[src/rtl/retro_sram_timed.sv]
// Registered-strobe controller that bridges a Ready/DataReady initiator port to one or more
// asynchronous SRAM devices, with configurable read/write wait states and read-to-write turnaround.
module retro_sram_timed #(
    parameter int AddressBusWidth  = 16,
    parameter int DataBusWidth     = 1,
    parameter int ChipCount        = 1,
    parameter int ReadWaitStates   = 1,
    parameter int WriteWaitStates  = 1,
    parameter int TurnaroundCycles = 1,
    localparam int CS = (ChipCount > 1) ? $clog2(ChipCount) : 0
) (
    input  logic                             Clk,
    input  logic                             Reset,
    input  logic                             Access,
    input  logic                             Write,
    input  logic [AddressBusWidth-1:0]       Address,
    input  logic [DataBusWidth-1:0]          ByteEnable,
    input  logic [8*DataBusWidth-1:0]        Din,
    output logic [8*DataBusWidth-1:0]        Dout,
    output logic                             Ready,
    output logic                             DataReady,
    output logic [AddressBusWidth-CS-1:0]    SramAddress,
    output logic [ChipCount-1:0]             SramCE_n,
    output logic                             SramOE_n,
    output logic                             SramWE_n,
    output logic [DataBusWidth-1:0]          SramBE_n,
    output logic [8*DataBusWidth-1:0]        SramDout,
    output logic                             SramDrive,
    input  logic [8*DataBusWidth-1:0]        SramDin
);

    localparam int DW  = 8 * DataBusWidth;
    localparam int SAW = AddressBusWidth - CS;
    localparam int IW  = (CS > 0) ? CS : 1;

    localparam logic [3:0] R_LOAD = 4'(ReadWaitStates);
    localparam logic [3:0] W_LOAD = 4'(WriteWaitStates);
    localparam logic [3:0] T_LOAD = 4'((TurnaroundCycles > 0) ? TurnaroundCycles - 1 : 0);

    typedef enum logic [2:0] {
        IDLE,
        TURN,
        READ,
        WRITE,
        HOLD
    } state_t;

    state_t state, state_n;
    logic [3:0] cnt, cnt_n;
    logic       last_read, last_read_n;

    logic [AddressBusWidth-1:0] addr_q;
    logic [DataBusWidth-1:0]    be_q;

    logic                       accept;
    logic [AddressBusWidth-1:0] req_addr;
    logic [DataBusWidth-1:0]    req_be;
    logic [IW-1:0]              req_idx;
    logic [ChipCount-1:0]       req_ce_n;
    logic                       req_in_range;

    logic [ChipCount-1:0]    ce_n_n;
    logic                    oe_n_n, we_n_n, drive_n, dready_n;
    logic [DataBusWidth-1:0] be_n_n;
    logic [DW-1:0]           dout_n, sram_dout_n;
    logic [SAW-1:0]          sram_addr_n;

    assign Ready  = (state == IDLE) && !Reset;
    assign accept = Access && Ready;

    // The request being set up on this edge: live inputs on accept, the held copy afterwards.
    assign req_addr = accept ? Address : addr_q;
    assign req_be   = accept ? ByteEnable : be_q;

    generate
        if (CS > 0) begin : g_decode
            assign req_idx = req_addr[AddressBusWidth-1 -: CS];
        end else begin : g_single
            assign req_idx = '0;
        end
    endgenerate

    // An index with no matching device leaves every chip enable high.
    always_comb begin
        req_ce_n = '1;
        for (int i = 0; i < ChipCount; i++) begin
            if (req_idx == IW'(i)) req_ce_n[i] = 1'b0;
        end
    end

    assign req_in_range = ~&req_ce_n;

    // NOTE: request holding registers carry no reset; they are always written on accept before use.
    always_ff @(posedge Clk) begin
        if (accept) begin
            addr_q <= Address;
            be_q   <= ByteEnable;
        end
    end

    always_comb begin
        // NOTE: every output of this block gets a default first, so no path can infer a latch.
        state_n     = state;
        cnt_n       = cnt;
        last_read_n = last_read;
        dready_n    = 1'b0;
        dout_n      = Dout;
        sram_addr_n = accept ? Address[SAW-1:0] : SramAddress;
        sram_dout_n = SramDout;
        ce_n_n      = '1;
        oe_n_n      = 1'b1;
        we_n_n      = 1'b1;
        be_n_n      = '1;
        drive_n     = 1'b0;

        case (state)
            IDLE: begin
                if (accept) begin
                    if (!Write) begin
                        state_n = READ;
                        cnt_n   = R_LOAD;
                    end else begin
                        last_read_n = 1'b0;
                        sram_dout_n = Din;
                        if (last_read && (TurnaroundCycles > 0)) begin
                            state_n = TURN;
                            cnt_n   = T_LOAD;
                        end else begin
                            state_n = WRITE;
                            cnt_n   = W_LOAD;
                        end
                    end
                end
            end
            TURN: begin
                if (cnt == 4'd0) begin
                    state_n = WRITE;
                    cnt_n   = W_LOAD;
                end else begin
                    cnt_n = cnt - 4'd1;
                end
            end
            READ: begin
                if (cnt == 4'd0) begin
                    state_n     = IDLE;
                    dready_n    = 1'b1;
                    last_read_n = 1'b1;
                    dout_n      = req_in_range ? SramDin : '1;
                end else begin
                    cnt_n = cnt - 4'd1;
                end
            end
            WRITE: begin
                if (cnt == 4'd0) state_n = HOLD;
                else             cnt_n   = cnt - 4'd1;
            end
            HOLD:    state_n = IDLE;
            default: state_n = IDLE;
        endcase

        // Strobes are a function of the state being entered, so they land in registers.
        case (state_n)
            READ: begin
                ce_n_n = req_ce_n;
                oe_n_n = 1'b0;
                be_n_n = '0;
            end
            WRITE: begin
                ce_n_n  = req_ce_n;
                we_n_n  = 1'b0;
                be_n_n  = ~req_be;
                drive_n = 1'b1;
            end
            HOLD: begin
                ce_n_n  = req_ce_n;
                be_n_n  = ~req_be;
                drive_n = 1'b1;
            end
            default: ;
        endcase
    end

    // NOTE: sequential state uses non-blocking assignments so all registers update together.
    always_ff @(posedge Clk) begin
        if (Reset) begin
            state       <= IDLE;
            cnt         <= 4'd0;
            last_read   <= 1'b0;
            DataReady   <= 1'b0;
            Dout        <= '0;
            SramAddress <= '0;
            SramDout    <= '0;
            SramCE_n    <= '1;
            SramOE_n    <= 1'b1;
            SramWE_n    <= 1'b1;
            SramBE_n    <= '1;
            SramDrive   <= 1'b0;
        end else begin
            state       <= state_n;
            cnt         <= cnt_n;
            last_read   <= last_read_n;
            DataReady   <= dready_n;
            Dout        <= dout_n;
            SramAddress <= sram_addr_n;
            SramDout    <= sram_dout_n;
            SramCE_n    <= ce_n_n;
            SramOE_n    <= oe_n_n;
            SramWE_n    <= we_n_n;
            SramBE_n    <= be_n_n;
            SramDrive   <= drive_n;
        end
    end

endmodule

[config.mk]
export PLATFORM = sky130hd
export DESIGN_NAME = retro_sram_timed
export DESIGN_NICKNAME = d
export VERILOG_FILES = /design/src/rtl/retro_sram_timed.sv
export SDC_FILE = /design/constraint.sdc
export NUM_CORES = 1
export LEC_CHECK = 0
export CAP_MARGIN = 20
export CORE_UTILIZATION = 42
export CTS_CLUSTER_DIAMETER = 200
export DETAILED_ROUTE_END_ITERATION = 8
export PLACE_DENSITY = 0.86
export SETUP_SLACK_MARGIN = 0.3
export SLEW_MARGIN = 10
export SYNTH_ARGS = -nofsm -noshare
export SYNTH_HDL_FRONTEND = slang
export SYNTH_SLANG_ARGS = --single-unit
[constraint.sdc]
create_clock -name Clk -period 2.35 [get_ports Clk]
set_clock_uncertainty 0.05 [all_clocks]
set_input_delay 0.235 -clock Clk [delete_from_list [all_inputs] [get_ports Clk]]
set_output_delay 0.235 -clock Clk [all_outputs]
set_load 0.02 [all_outputs]
==> results.txt, run 1 <==
* DP Wirelength: 3072 um
- The synthesized netlist devotes 10.50% of its cell area to compound gates.
- Dividing the detail-routed via count by the number of cells gives 5.003.
- Remaining number of nets flagged by the antenna check after routing: 0
- Synthesis produced a netlist with a net count of 251.
* Simple-gate share of the synthesized area: 27.52%
- Total gr overflow: 0
- Maximum resistive drop on vdd: 0.4148 mV
- The internal portion of the total power is 1322 uW.
- Timing would allow up to 520.1 MHz.
* Worst setup margin: 427.1 ps
- Counting flops with a built-in enable in the synthesized netlist gives 0.
* Syn avg cell area: 8.599 um2
- Total detailed-routing wirelength: 4255 um
- Net switching is 27.84% of the power.
- Clock-pin slew on the worst setup and hold paths: 80 ps
- In the final routed layout, each cell accounts on average for 12.66 um.
- Count of maximum capacitance violations: 0
- The share of total power dissipated in sequential elements is 49.4%.
* Number of global-route vias before repair: 1622
- CTS tree: built
* Setup repair after global routing missed its margin: false
* Number of pins with negative max-slew slack in the final report: 0
- Fraction of synthesized cell area in xor and xnor cells: 0%
* Diode insertion count for antenna repair: 0
- Clock Sink Count: 47
- After routing the design area is 2705 um2.
- Power dissipated by switching net loads: 510.1 uW
- Summing all placed instances gives a cell area of 2619 um2.
- Setup Viol. Count Final: 0
* Clk Latency, worst-skew pair: 290 ps
- Critical Path RT: 2500 ps
- In this run the number of H-tree levels came out at 2.
* Ports placed on the boundary: 76
- The count of buffers added on input and output ports is 75.
- The area growth from synthesis to layout is 48.39%.
* TritonCTS Buffers: 5
- The share of total power dissipated in the clock network is 25.9%.
- Yosys instantiated no cell more often than nand2_1.
* Power share of the combinational group: 24.7%
* Share of final-layout standard cells stronger than drive strength 1: 5.594%
* Leak: 0.001128 uW
- The routed layout has 1681 vias.
* Starting DRC count in detailed routing: 79
* Number of buffers between clock root and the deepest sink: 2
- Unique cell type count in the Yosys netlist: 36
- Number of antenna violations at the first check in global routing: 0
* Global-route wire length before repair: 7189 um
* Setup bufs post-CTS: 0
* Synth top cells by count: nand2_1, dfxtp_1, nand3_1
* Sum Neg Setup Slack: 0 ps
* Element type at the critical path start: flop
- For this run, the number of Yosys warnings is 0.
* Cells after DPL: 329
- Hold violation total from the final report: 0
- CP Capture Type: flop
- Count of standard-cell rows: 23
* Data arrival time of the worst path: 2070 ps
- The first TritonRoute pass finished after 4 iterations.
* Post-place setup slack: 255.0 ps
- Vertical extent of the die: 67.88 um
* Buffer cell driving the clock tree root: clkbuf_8
- Post-synthesis async set-or-reset flop share: 0%
- Measured along the x axis, the die boundary spans 67.88 um.
- Total power density per cell area: 677.2 nW/um2
- The initial utilization of the core area, before any placement, comes to 44.61%.
- Dividing the final minimum period by the clock period gives 81.83%.
- Subtracting the final worst setup slack from the clock period gives 1923 ps.
* Register bit total from synthesis: 47
- Routability-driven placement finished with a final weighted congestion of 0.8770.
- After the last flow step, the layout net total stands at 325.
- Area of the placeable core: 4086 um2
* Mux cell area share after synthesis: 4.942%
- Result of the run: finished clean
* Largest cells by area after synthesis: dfxtp_1, nand2_1, nand3_1
- Of the total synthesized cell area, the portion taken by full adders, half adders and majority gates is 1.373%.
- Die Area: 4608 um2
- For this run, design rule violations remaining after detail routing come to 0.
* Share of the yosys chip area belonging to registers: 51.61%
* Instance count of the mapped netlist: 212
- Excluding fillers, the count of instances in the completed layout stands at 336.
- For the pin with the worst max-slew slack, the measured transition is 547.3 ps.
* Share of the synthesized area in the top cell type: 51.61%
* Type of the worst setup path: flop to flop
* Main combinational cell family by area after synthesis: simple AND/OR/NAND/NOR gates
- The most used flip-flop cell after synthesis is dfxtp_1.
- Slew headroom: 63.51%
- Pin count of the biggest net entering global routing: 26
* Critical Path Fanout Max: 5
- In this run the worst hold path is classified as flop to flop.
* GR Util All Layers: 20.94%
* Finished Core Util: 66.20%
- Most area-hungry cell type in the Yosys netlist: dfxtp_1
* Post-synthesis cell area: 1823 um2
==> registers in the layout, indices dropped and copies added, names as in the netlist, 3 cells and up <==
| signal | cells |
|---|---|
| Dout | 8 |
| SramAddress | 16 |
| state | 3 |
| cnt | 4 |
| SramDout | 8 |
==> final cells by class <==
cell class	instances	area, um2
inverters	5	18.77
clock buffers	6	82.58
repair buffers	80	787.0
flip-flops and latches	47	940.9
clock inverters	1	5.005
multi-input cells	147	808.3
fillers	345	1381
well taps	50	62.56
==> power groups by stage <==
stage	logic, uW	registers [uW]	clock network (uW)
after floorplan	197	971	0
after global placement	445	921	0
after detailed placement	452	923	0
after CTS	456	905	493
after global routing	495	915	525
final	452	905	475
==> final timing paths <==
path                             startpoint     endpoint  slack, ps  cells past startpoint
worst max register to register       cnt[0]    SramDrive        430                      7
worst min register to register  SramDout[2]  SramDout[2]        410                      2
worst max-delay path                 cnt[0]    SramDrive        430                      7
worst min-delay path            SramDout[2]  SramDout[2]        410                      2
==> per-stage QoR <==
| stage | total power (uW) | hold WS [ps] |
|---|---|---|
| 2_1_floorplan | 1168 | 284.0 |
| 3_3_place_gp | 1366 | 390.0 |
| 3_5_place_dp | 1375 | 396.6 |
| 4_1_cts | 1854 | 405.5 |
| 5_1_grt | 1936 | 408.9 |
| 6_report | 1832 | 405.8 |
==> what timing repair did <==
action | CTS | global route
hold buffers | 0 | 0
gates resized for setup | 1 | 0
endpoints found under the setup margin | 1 | 0
==> cells by family (layout without fill, tap and decap cells) <==
kind of cell             after synthesis  in the layout
AO/OA/AOI/OAI                         29             29
AND/OR/NAND/NOR                      107            107
adder cells (fa/ha/maj)                2              2
flip-flops                            47             47
buffers and inverters                 18             92
multiplexers                           9              9
==> per-layer routing <==
layer  track usage (%)  vias up  wire, um
met2             34.78       56      2086
li1                  -      857         -
met4             5.469        0        39
met1             24.77      763      1789
met3             8.833        5       340
met5                 0        -         0
==> cells in the final DEF (no fill, tap or decap) <==
cell type,synthesis,final
clkdlybuf4s50_1,0,74
nand2_1,54,54
dfxtp_1,47,47
nand3_1,19,19
a21oi_1,15,15
nor2_1,14,14
mux2i_1,9,9
clkbuf_8,0,6
buf_4,0,5
inv_1,4,4
or3_1,3,3
nand2b_1,3,3
a211oi_1,3,3
and3_1,2,2
nor2b_1,2,2
nor3_1,2,2
ha_1,2,2
nor4_4,1,1
a21boi_0,1,1
or2_2,1,1
and2_1,1,1
clkinv_1,1,1
nand4bb_1,1,1
or3b_2,1,1
a32oi_2,1,1
nor3b_1,1,1
nor4bb_1,1,1
a211o_1,1,1
o21ai_0,1,1
o31ai_1,1,1
o21bai_1,1,1
o311ai_0,1,1
o2bb2ai_1,1,1
a21o_1,1,1
o21a_1,1,1
o41ai_1,1,1
nand3b_1,1,1
clkinv_2,0,1
dlygate4sd2_1,0,1
==> critical path, stage by stage (launching register included) <==
cell,delay (ps)
dfxtp_1,340
inv_1,100
ha_1,210
or3b_2,520
a32oi_2,200
buf_4,160
a21oi_1,60
o21a_1,170
Note: power is estimated with default switching activity, not from simulation.
==> run 2: changes to the inputs <==
--- a/config.mk
+++ b/config.mk
@@ -6,10 +6,10 @@
 export NUM_CORES = 1
 export LEC_CHECK = 0
 export CAP_MARGIN = 20
-export CORE_UTILIZATION = 42
+export CORE_UTILIZATION = 38
 export CTS_CLUSTER_DIAMETER = 200
 export DETAILED_ROUTE_END_ITERATION = 8
-export PLACE_DENSITY = 0.86
+export PLACE_DENSITY = 0.82
 export SETUP_SLACK_MARGIN = 0.3
 export SLEW_MARGIN = 10
 export SYNTH_ARGS = -nofsm -noshare
==> constraint.sdc (replaced) <==
create_clock -name Clk -period 1.75 [get_ports Clk]
set_clock_uncertainty 0.05 [all_clocks]
set_input_delay 0.175 -clock Clk [delete_from_list [all_inputs] [get_ports Clk]]
set_output_delay 0.175 -clock Clk [all_outputs]
set_load 0.02 [all_outputs]
==> results.txt, run 2 (synthesis gave the netlist of run 1 again) <==
- Number of pins with negative max-slew slack in the final report: 0 (unchanged)
* TritonCTS Buffers: 5 (unchanged)
- NumNets Final: 360 (was 325)
- Data arrival time of the worst path: 1920 ps (was 2070 ps)
- The HPWL after detailed placement is 3435 um (was 3072 um).
* Leading cell type in the layout, fill and taps excluded: dfxtp_1 (was clkdlybuf4s50_1)
* GR Util All Layers: 23.53% (was 20.94%)
- The via count of the first global-routing pass is 1970 (was 1622).
* Critical Path Fanout Max: 5 (unchanged)
- Largest register by flop count: SramAddress (unchanged)
- The area of the core is 4474 um2 (was 4086 um2).
- Setup Viol. Count Final: 2 (was 0)
- The checks that failed: design-rule violations, negative setup slack.
- Leading cell types in the layout, fill and taps excluded: dfxtp_1, dlygate4sd2_1, clkdlybuf4s50_1, nand2_1, buf_4 (was clkdlybuf4s50_1, nand2_1, dfxtp_1, nand3_1, a21oi_1).
- Number of cells on the worst reg-to-reg path: 7 (unchanged)
- Total power density per cell area: 863.5 nW/um2 (was 677.2 nW/um2)
* Critical Path RT: 1900 ps (was 2500 ps)
* Element type at the critical path start: flop (unchanged)
- The origin of the worst setup path is cnt[0] (unchanged).
- Worst-path cell chain: inv_2 > ha_4 > or3b_4 > a32oi_2 > buf_4 > nor2_1 > o21a_1 (was inv_1 > ha_1 > or3b_2 > a32oi_2 > buf_4 > a21oi_1 > o21a_1).
- Router iterations before antenna repair: 6 (was 4)
- The worst hold path stage count is 3 (was 2).
- The highest clock rate came to 565.4 MHz (was 520.1 MHz).
- Total via count after detailed routing: 1961 (was 1681)
- Worst setup margin: -18.80 ps (was 427.1 ps)
* Int Pwr: 1972 uW (was 1322 uW)
* Total gr overflow: 0 (unchanged)
- Slew at the pin with the worst max-slew slack: 405.0 ps (was 547.3 ps)
- Worst Hold Slack: 363.6 ps (was 405.8 ps)
* Power share of the combinational group: 32.8% (was 24.7%)
- The count of maximum capacitance violations is 0 (unchanged).
- The portion of total power attributed to the clock network was 24.0% (was 25.9%).
- Cell with the biggest individual delay on the critical path: or3b_4 (was or3b_2)
- The wire length reported by the detailed router came to 6346 um (was 4255 um).
* Post-route minimum period: 1769 ps (was 1923 ps)
* Share of final-layout standard cells stronger than drive strength 1: 31.68% (was 5.594%)
* Slew headroom: 72.94% (was 63.51%)
- Pin count of the biggest net entering global routing: 25 (was 26)
- Clk Latency, worst-skew pair: 300 ps (was 290 ps)
- CTS tree: built (unchanged)
- The number of clock sinks was 47 (unchanged).
* Switching power as a share of total power: 30.71% (was 27.84%)
* Layout Area Growth over Synthesis: 80.78% (was 48.39%)
* Fill cell instance count of the final layout: 302 (was 345)
* Buffer cell driving the clock tree root: clkbuf_8 (unchanged)
* Initial standard-cell utilization of the core: 40.74% (was 44.61%)
* Number of antenna violations at the first check in global routing: 0 (unchanged)
- The routed length per instance was 16.97 um (was 12.66 um).
- The fraction of power consumed by sequential logic was 43.2% (was 49.4%).
- The destination of the worst register-to-register timing path was SramDrive (unchanged).
- Biggest registers after layout: SramAddress: 16 flops, Dout: 8 flops, SramDout: 8 flops (unchanged).
- Total of buffers placed on input and output ports: 75 (unchanged)
- Placed standard-cell area: 2785 um2 (was 2619 um2)
* Diode insertion count for antenna repair: 0 (unchanged)
- Finished Core Util: 73.66% (was 66.20%)
- The number of nets with antenna violations after routing was 0 (unchanged).
- Power dissipated by switching net loads: 874.0 uW (was 510.1 uW)
* Maximum resistive drop on vdd: 0.6329 mV (was 0.4148 mV)
- The violation count after the first detailed-route iteration came to 96 (was 79).
* Number of buffers between clock root and the deepest sink: 2 (unchanged)
- Worst setup path end: SramDrive (unchanged)
- Post-place setup slack: -182.4 ps (was 255.0 ps)
* Drt via density: 5.243 (was 5.003)
- The number of hold-slack violations in the final timing report is 0 (unchanged).
- Final standard cell area without fillers: 3296 um2 (was 2705 um2)
- Global placement routability congestion: 0.8493 (was 0.8770)
- The count of pins on the block boundary is 76 (unchanged).
- Result of the run: finished with violations (was finished clean)
- The DRC violation count after routing is 4 (was 0).
- Setup repair after global routing missed its margin: true (was false)
- Leak: 0.001596 uW (was 0.001128 uW)
- The hold buffer count at CTS came to 0 (unchanged).
- The die width is 71.27 um (was 67.88 um).
- The post-route clock period utilization was 101.1% (was 81.83%).
- The category of the most critical setup path is flop to flop (unchanged).
- Count of standard-cell rows: 24 (was 23)
* Flop2flop setup slack: -20 ps (was 430 ps)
* CP Capture Type: flop (unchanged)
* Die Area: 5079 um2 (was 4608 um2)
- Kind of path behind the tightest hold check: primary input to flop (was flop to flop)
- Beginning of the worst register-to-register path: cnt[0] (unchanged)
- The largest stage delay on the critical path is 390 ps (was 520 ps).
- Vertical extent of the die: 71.27 um (was 67.88 um)
- Largest register FFs: 16 (unchanged)
- The H-tree depth was 2 (unchanged).
- The wire length of the first global-routing pass was 9266 um (was 7189 um).
- Clock-pin slew on the worst setup and hold paths: 90 ps (was 80 ps)
[run 2: per-stage QoR]
step           std cells  total power [uW]  TNS, ps
2_1_floorplan        212              1602   -100.2
3_3_place_gp         347              1910    -3147
3_5_place_dp         347              1934    -4172
4_1_cts              369              2700        0
5_1_grt              374              2977   -146.7
6_report             374              2846   -30.46
[run 2: area by class of cell]
class                      instances  area [um2]  share of cell area (%)
clock buffer                       7       86.33                   2.620
clock inverter                     1       8.758                  0.2658
inverter                           5       18.77                  0.5695
multi-input combinational        147        1060                   32.16
sequential                        47       947.2                   28.74
tap                               52       65.06                   1.974
timing repair buffer             115        1110                   33.67
[run 2: power groups by stage]
stage,clock [uW],combinational (uW),sequential [uW]
after floorplan,0,294,1310
after global placement,0,673,1240
after detailed placement,0,693,1240
after CTS,700,785,1220
after global routing,746,992,1240
final,684,932,1230
[run 2: timing repair]
item	in CTS	in global routing
cloned	2	0
resized for setup	75	48
setup buffers	12	5
setup endpoints to repair	84	49
pin swaps	19	19
[run 2: layer usage]
| metal | up-vias | global-route usage [%] | part of all wire [%] |
|---|---|---|---|
| li1 | 931 | - | - |
| met5 | - | 0 | 0 |
| met3 | 10 | 6.610 | 6.7 |
| met1 | 934 | 27.97 | 38 |
| met4 | 0 | 11.11 | 1.4 |
| met2 | 86 | 39.37 | 54 |
[run 2: how the worst min path moves through the flow]
| stage | start | to | slack, ps |
|---|---|---|---|
| 6_report | Din[3] | SramDout[3] | 360 |
| 4_1_cts | Address[11] | SramAddress[11] | 340 |
| 3_3_place_gp | SramAddress[4] | SramAddress[4] | 390 |
| 5_1_grt | Din[3] | SramDout[3] | 380 |
| 3_5_place_dp | SramDout[7] | SramDout[7] | 400 |
| 2_1_floorplan | Address[0] | SramAddress[0] | 220 |
[run 2: worst max-delay path: cells and delay by family (launching register included)]
kind                     cells  cell delay, ps
AO/OA/AOI/OAI                2             420
adder cells (fa/ha/maj)      1             150
buffers and inverters        2             280
flip-flops                   1             340
AND/OR/NAND/NOR              2             440
